File: config.mk
export PLATFORM = sky130hd
export DESIGN_NAME = pixel_pair_writer
export DESIGN_NICKNAME = d
export VERILOG_FILES = /design/src/rtl/draw_pkg.sv /design/src/rtl/pixel_pair_writer.sv
export SDC_FILE = /design/constraint.sdc
export NUM_CORES = 1
export LEC_CHECK = 0
export ABC_AREA = 1
export CORE_MARGIN = 8
export CORE_UTILIZATION = 42
export DETAILED_ROUTE_END_ITERATION = 10
export PLACE_DENSITY_LB_ADDON = 0.1
export SYNTH_ARGS = -nofsm -noshare
export SYNTH_HDL_FRONTEND = slang
export SYNTH_SLANG_ARGS = --single-unit
export TNS_END_PERCENT = 10
File: constraint.sdc
create_clock -name clk -period 1.39 [get_ports clk]
set_clock_uncertainty 0.2 [all_clocks]
set_input_delay 0.417 -clock clk [delete_from_list [all_inputs] [get_ports clk]]
set_output_delay 0.417 -clock clk [all_outputs]
set_load 0.05 [all_outputs]
File: src/rtl/draw_pkg.sv
// draw_pkg: shared types and default widths for the pixel drawing blocks.
package draw_pkg;

   // Default geometry: 14-bit word address (16K pixels), 16-bit RGB565 colour.
   localparam int DEF_ADDR_W = 14;
   localparam int DEF_DATA_W = 16;

   // Pair writer FSM: idle, then the even-address write, then the odd one.
   typedef enum logic [1:0] {
      IDLE = 2'd0,
      WR_A = 2'd1,
      WR_B = 2'd2
   } state_t;

endpackage

File: src/rtl/pixel_pair_writer.sv
// pixel_pair_writer: takes an (even, odd) address pair plus one colour and
// issues two writes to a single-port memory, one per cycle when the memory
// is ready. A new pair can be accepted on the cycle the odd write is
// accepted, sustaining one pair every two cycles.
// Optional feature: define PIXEL_COUNT_EN to add the pix_count output, a
// running count of accepted memory writes cleared when a frame completes.
module pixel_pair_writer
   import draw_pkg::*;
#(
   parameter int ADDR_W = DEF_ADDR_W,
   parameter int DATA_W = DEF_DATA_W
) (
   input  logic              clk,
   input  logic              reset,
   input  logic              in_valid,
   output logic              in_ready,
   input  logic [ADDR_W-1:0] in_addr_a,
   input  logic [ADDR_W-1:0] in_addr_b,
   input  logic [DATA_W-1:0] in_color,
   input  logic              in_last,
   output logic              mem_we,
   output logic [ADDR_W-1:0] mem_addr,
   output logic [DATA_W-1:0] mem_wdata,
   input  logic              mem_ready,
   output logic              busy,
`ifdef PIXEL_COUNT_EN
   output logic [ADDR_W:0]   pix_count,
`endif
   output logic              done
);

   state_t              state_q, state_d;
   logic [ADDR_W-1:0]   addr_a_q, addr_b_q;
   logic [DATA_W-1:0]   color_q;
   logic                last_q;
   logic                xfer;
   logic                wr_accept;

   // Handshake: accept in IDLE, or in WR_B on the cycle the odd write retires.
   // Forced low during reset so nothing is taken while the block is cleared.
   always_comb begin
      in_ready = 1'b0;
      if (!reset)
         in_ready = (state_q == IDLE) || ((state_q == WR_B) && mem_ready);
   end

   assign xfer      = in_valid && in_ready;
   assign mem_we    = (state_q != IDLE);
   assign busy      = (state_q != IDLE);
   assign wr_accept = mem_we && mem_ready;
   // Addresses go straight out; the even/odd relationship is the caller's job.
   assign mem_addr  = (state_q == WR_B) ? addr_b_q : addr_a_q;
   assign mem_wdata = color_q;

   // Next-state logic for the three-state write sequencer.
   always_comb begin
      state_d = state_q;
      case (state_q)
         IDLE: if (xfer) state_d = WR_A;
         WR_A: if (mem_ready) state_d = WR_B;
         WR_B: if (mem_ready) state_d = xfer ? WR_A : IDLE;
         default: state_d = IDLE;
      endcase
   end

   // State, pair registers and the done pulse; reset drops any pending writes.
   always_ff @(posedge clk) begin
      if (reset) begin
         state_q  <= IDLE;
         addr_a_q <= '0;
         addr_b_q <= '0;
         color_q  <= '0;
         last_q   <= 1'b0;
         done     <= 1'b0;
      end else begin
         state_q <= state_d;
         if (xfer) begin
            addr_a_q <= in_addr_a;
            addr_b_q <= in_addr_b;
            color_q  <= in_color;
            last_q   <= in_last;
         end
         done <= (state_q == WR_B) && mem_ready && last_q;
      end
   end

`ifdef PIXEL_COUNT_EN
   // Count accepted writes; restart from zero once a frame's done pulse is seen.
   always_ff @(posedge clk) begin
      if (reset)
         pix_count <= '0;
      else if (done)
         pix_count <= wr_accept ? {{ADDR_W{1'b0}}, 1'b1} : '0;
      else if (wr_accept)
         pix_count <= pix_count + {{ADDR_W{1'b0}}, 1'b1};
   end
`else
   // Handshake-complete signal has no consumer without the pixel counter.
   logic unused_wr_accept;
   assign unused_wr_accept = wr_accept;
`endif

endmodule

* Word-level counts from Yosys, hierarchy flattened
Cells that the tools add are included.
Widths: inputs -> output; s select.
** Cells by class
- Equality and inequality tests :: 5
- Muxes and demuxes :: 7
- Reductions and logical operators :: 7
** Operator list (count)
- $mux 14 :: 1
- $mux 2 :: 3
- $ne 2x2->1 const B :: 3
- $pmux 2 s3 :: 1
- $logic_and 1x1->1 :: 3
- $reduce_and 3->1 :: 1
- $eq 2x1->1 const B :: 1
- $eq 2x2->1 const B :: 1
- $logic_not 2->1 :: 1
- $mux 1 :: 2
- $reduce_bool 2->1 :: 1
- $logic_or 1x1->1 :: 1
** Word-level totals
- Register bits :: 48
- Input port bits :: 49
- Output and inout port bits :: 34

* Longest topological paths before layout
- Depth in word-level cells :: 8
- Depth in mapped cells :: 7

* Worst setup path after synthesis
No wires, ideal clock.
- Path type :: reg2out
- From :: reg state_q[0]
- To :: out mem_addr[0]
- Path buffers :: 1
- Cell stages (with the launch flop) :: 5
- Data arrival time :: 1.752 ns
- Slack :: -0.979 ns
- Required time :: 0.773 ns
- Cells stage by stage :: dfxtp_1 > inv_1 > nand2_1 > clkbuf_1 > o21ai_0
** Between the ends
- Longest elaborated chain between the ends :: 2
** Ends and longest elaborated chain
- start: declaration :: line pixel_pair_writer.sv:32 : state_t state_q, state_d;
- start signal: assignment :: line pixel_pair_writer.sv:76 : state_q <= state_d;
- $eq 2x2->1 :: line pixel_pair_writer.sv:52 : assign mem_addr = (state_q == WR_B) ? addr_b_q : addr_a_q;
- $mux 14 :: line pixel_pair_writer.sv:52
- end: declaration :: line pixel_pair_writer.sv:22 : output logic [ADDR_W-1:0] mem_addr,
No other way between the ends.

* Worst setup path in the final report
- From :: reg state_q[0]
- To :: out mem_addr[13]
The elaborated chain is that of the path after synthesis.

==> results_dict.tcl <==
set metrics [dict create \
    kind_of_end_point_of_the_critical_path "output pin" \
    clk_root_buffer_cell "clkbuf_8" \
    die_area_sq_um 8970 \
    timing.final.crit_share_pct 138 \
    synth-adder-area-share_pct 0 \
    syn_area_sq_um 2600 \
    multiInputGateArea_sq_um 1220 \
    worst_path_fanout_max 7 \
    tritoncts "built" \
    clkSlewWorstSetupHoldPaths_ns 0.08 \
    drive_above_1_share_pct 23.1 \
    number_of_buffers_added_to_fix_hold_violations_after_cts 0 \
    fin_worst_hold_slack_ns 0.244 \
    ys_seq_elements 48 \
    number_of_vias_after_detailed_routing 2732 \
    first_iter_violations 116 \
    post-route-drc-count 0 \
    die_wd_um 94.7 \
    detail_route.first_pass.iterations 4 \
    fp.dieH_um 94.7 \
    clock-sinks 48 \
    hpwlAfterDp_um 5350 \
    path_class "flip-flop to output pin" \
    arr_time_crit_path_ns 1.29 \
    post_dp_cell_area_sq_um 4110 \
    switchingPower_mw 1.28 \
    hp-class "flip-flop to flip-flop" \
    synthToLayoutAreaGrowth_pct 68.2 \
    nets 564 \
    clkLatencyLatePin_ns 0.29 \
    yosys.area.top_type_share_pct 36.9 \
    synth_compound_gate_area_share_pct 3.27 \
    timing_worst_slew_pin_value_ns 0.183 \
    slew_headroom_pct 87.8 \
    grt_max_degree 31 \
    power_switching_share_pct 33.2 \
    total_power_per_unit_cell_area_nw_per_um2 879 \
    drv_slew 0 \
    comb_power_share_pct 37.3 \
    final_cells 591 \
    violations "negative setup slack" \
    max-vdd-ir-drop_v 0.000629 \
    fp.coreArea_sq_um 5960 \
    via_count_of_the_first_global_routing_pass 2561 \
    max-cap-violations 0 \
    cell_taking_the_most_area_after_synthesis "dfxtp_1" \
    finalWorstSetupSlack_ns -0.522 \
    floorplan.initialDensity_pct 43.7 \
    drt-total-wl_um 7550 \
    dp_cells 579 \
    post_synth_main_area_contributors "dfxtp_1 37%, inv_1 20%, nand2_1 15%" \
    number_of_buffers_created_by_cts 5 \
    finalSetupViolCount 78 \
    synth.mux.area_fraction_pct 0 \
    finalInstanceArea_sq_um 4370 \
    synth_top_family_by_area "simple AND/OR/NAND/NOR gates" \
    via_cell_ratio 4.62 \
    antenna_found_initial 0 \
    detailed_route_wire_length_per_cell_um 12.8 \
    ys.warnings.count 0 \
    run_status "complete, but fails checks" \
    syn_area_per_cell_sq_um 6.05 \
    grt_setup_unrepaired "yes" \
    final.min_clock_period_ns 1.91 \
    filler_cell_count 485 \
    antennaDiodeCount 0 \
    post_synth_inst_count 430 \
    grt_pass1_wl_um 12000 \
    p_leak_nw 2.21 \
    grt_util_all_layers_pct 16.7 \
    synthXorXnorAreaFrac_pct 0 \
    globalRoute.totalOverflow 0 \
    report.final.hold_viol_count 0 \
    gp_routability_congestion 0.796 \
    intPower_mw 2.57 \
    seq_power_share_pct 40.4 \
    route.antenna.remaining_nets 0 \
    portBuffers 82 \
    synth_fp_nets 479 \
    max-clock-path-buffers 2 \
    cts_max_level 2 \
    totalNegativeSetupSlack_ns -9.15 \
    power_frac_clock_pct 22.4 \
    fin_total_pwr_mw 3.84 \
    required_ns 0.77 \
    max_clock_freq_mhz 523 \
    ys_seq_area_share_pct 36.9 \
    basic_gate_share_of_the_synthesized_area_counting_and_or_nand_and_nor_cells_pct 34.7 \
    layout.area.seq_sq_um 990 \
    synth.distinct_cells 18 \
    io_pins 83 \
    cp-start-kind "flip-flop" \
    floorplan.rows 28 \
]
==> worst max-delay path, stage by stage, from the launching register on <==
cell       delay (ns)
dfxtp_2          0.35
inv_4            0.08
nand2_8          0.08
clkbuf_16        0.18
o21ai_4          0.16
buf_12           0.15
==> final cells by class <==
cell class	instances	area share, %
repair buffers	104	33.6
multi-input cells	220	27.9
flip-flops and latches	48	22.6
inverters	136	11.7
well taps	75	2.15
clock buffers	8	2.06
==> registers in the layout (all words and copies together) (netlist names) <==
register   cells
last_q         1
mem_wdata     16
addr_a_q      14
state_q        2
addr_b_q      14
done           1
==> final timing paths <==
path	to	start	slack [ns]	cells past startpoint
setup / recovery	mem_addr[13]	state_q[0]	-0.52	5
hold / removal	done	last_q	0.24	2
hold reg to reg	done	last_q	0.24	2
setup reg to reg	addr_b_q[9]	state_q[1]	-0.05	8
==> Yosys cell counts <==
| cell type | number |
|---|---|
| buf_6 | 4 |
| buf_4 | 1 |
| buf_2 | 8 |
| inv_1 | 136 |
| nand4_1 | 44 |
| clkbuf_1 | 8 |
| nand2_1 | 107 |
| and2_1 | 1 |
| nor3_1 | 1 |
| nand3_4 | 1 |
| nand3_1 | 3 |
| o21ai_0 | 15 |
| dfxtp_1 | 48 |
| nor2_4 | 1 |
| a21oi_1 | 2 |
| buf_1 | 5 |
| nor2_1 | 44 |
| nand2_2 | 1 |
==> power groups by stage <==
| stage | combinational [mW] | sequential, mW | clock, mW |
|---|---|---|---|
| after global placement | 1.36 | 1.57 | 0 |
| after detailed placement | 1.38 | 1.57 | 0 |
| after global routing | 1.54 | 1.56 | 0.929 |
| after CTS | 1.42 | 1.55 | 0.872 |
| final | 1.43 | 1.55 | 0.859 |
| after floorplan | 0.656 | 1.66 | 0 |
==> routing by layer <==
layer,up-vias,share of wire (%),track usage (%)
met5,-,0,0
met4,0,0.87,4.81
met3,6,5.1,3.73
met2,66,52,30.1
met1,1247,42,19.2
li1,1413,-,-
==> logic make-up (layout without fill, tap and decap cells) <==
family / Yosys count / count (layout)
simple gates: 203 / 203
buf+inv: 162 / 248
flops: 48 / 48
compound gates: 17 / 17
==> stage by stage <==
| stage | util (%) | setup slack [ns] |
|---|---|---|
| floorplan | - | -0.215 |
| global placement | 69.0 | -0.619 |
| detailed placement | 69.0 | -0.613 |
| CTS | 72.2 | -0.548 |
| global route | 73.4 | -0.555 |
| finish | 73.4 | -0.522 |
==> placed cells by master, fill, tap and decap left out, types with 2 or more instances in the layout <==
cell and count:
nor2_1 43, nand3_1 3, inv_1 134, nand2_8 2
clkbuf_8 6, dfxtp_1 29, o21ai_4 14, clkbuf_1 2
nand4_1 44, nand2_1 92, buf_4 9, nand2_2 14
buf_6 3, dfxtp_4 2, dfxtp_2 17, clkdlybuf4s50_1 45
buf_12 42, dlygate4sd2_1 2
==> what timing repair did <==
action / CTS / global route
gates cloned: 1 / 1
buffers inserted: 1 / 1
gates resized for setup: 37 / 11
hold endpoints to repair: 0 / 0
endpoints found under the setup margin: 82 / 80
pin swaps: 12 / 16
(Power assumes the default switching activity.)
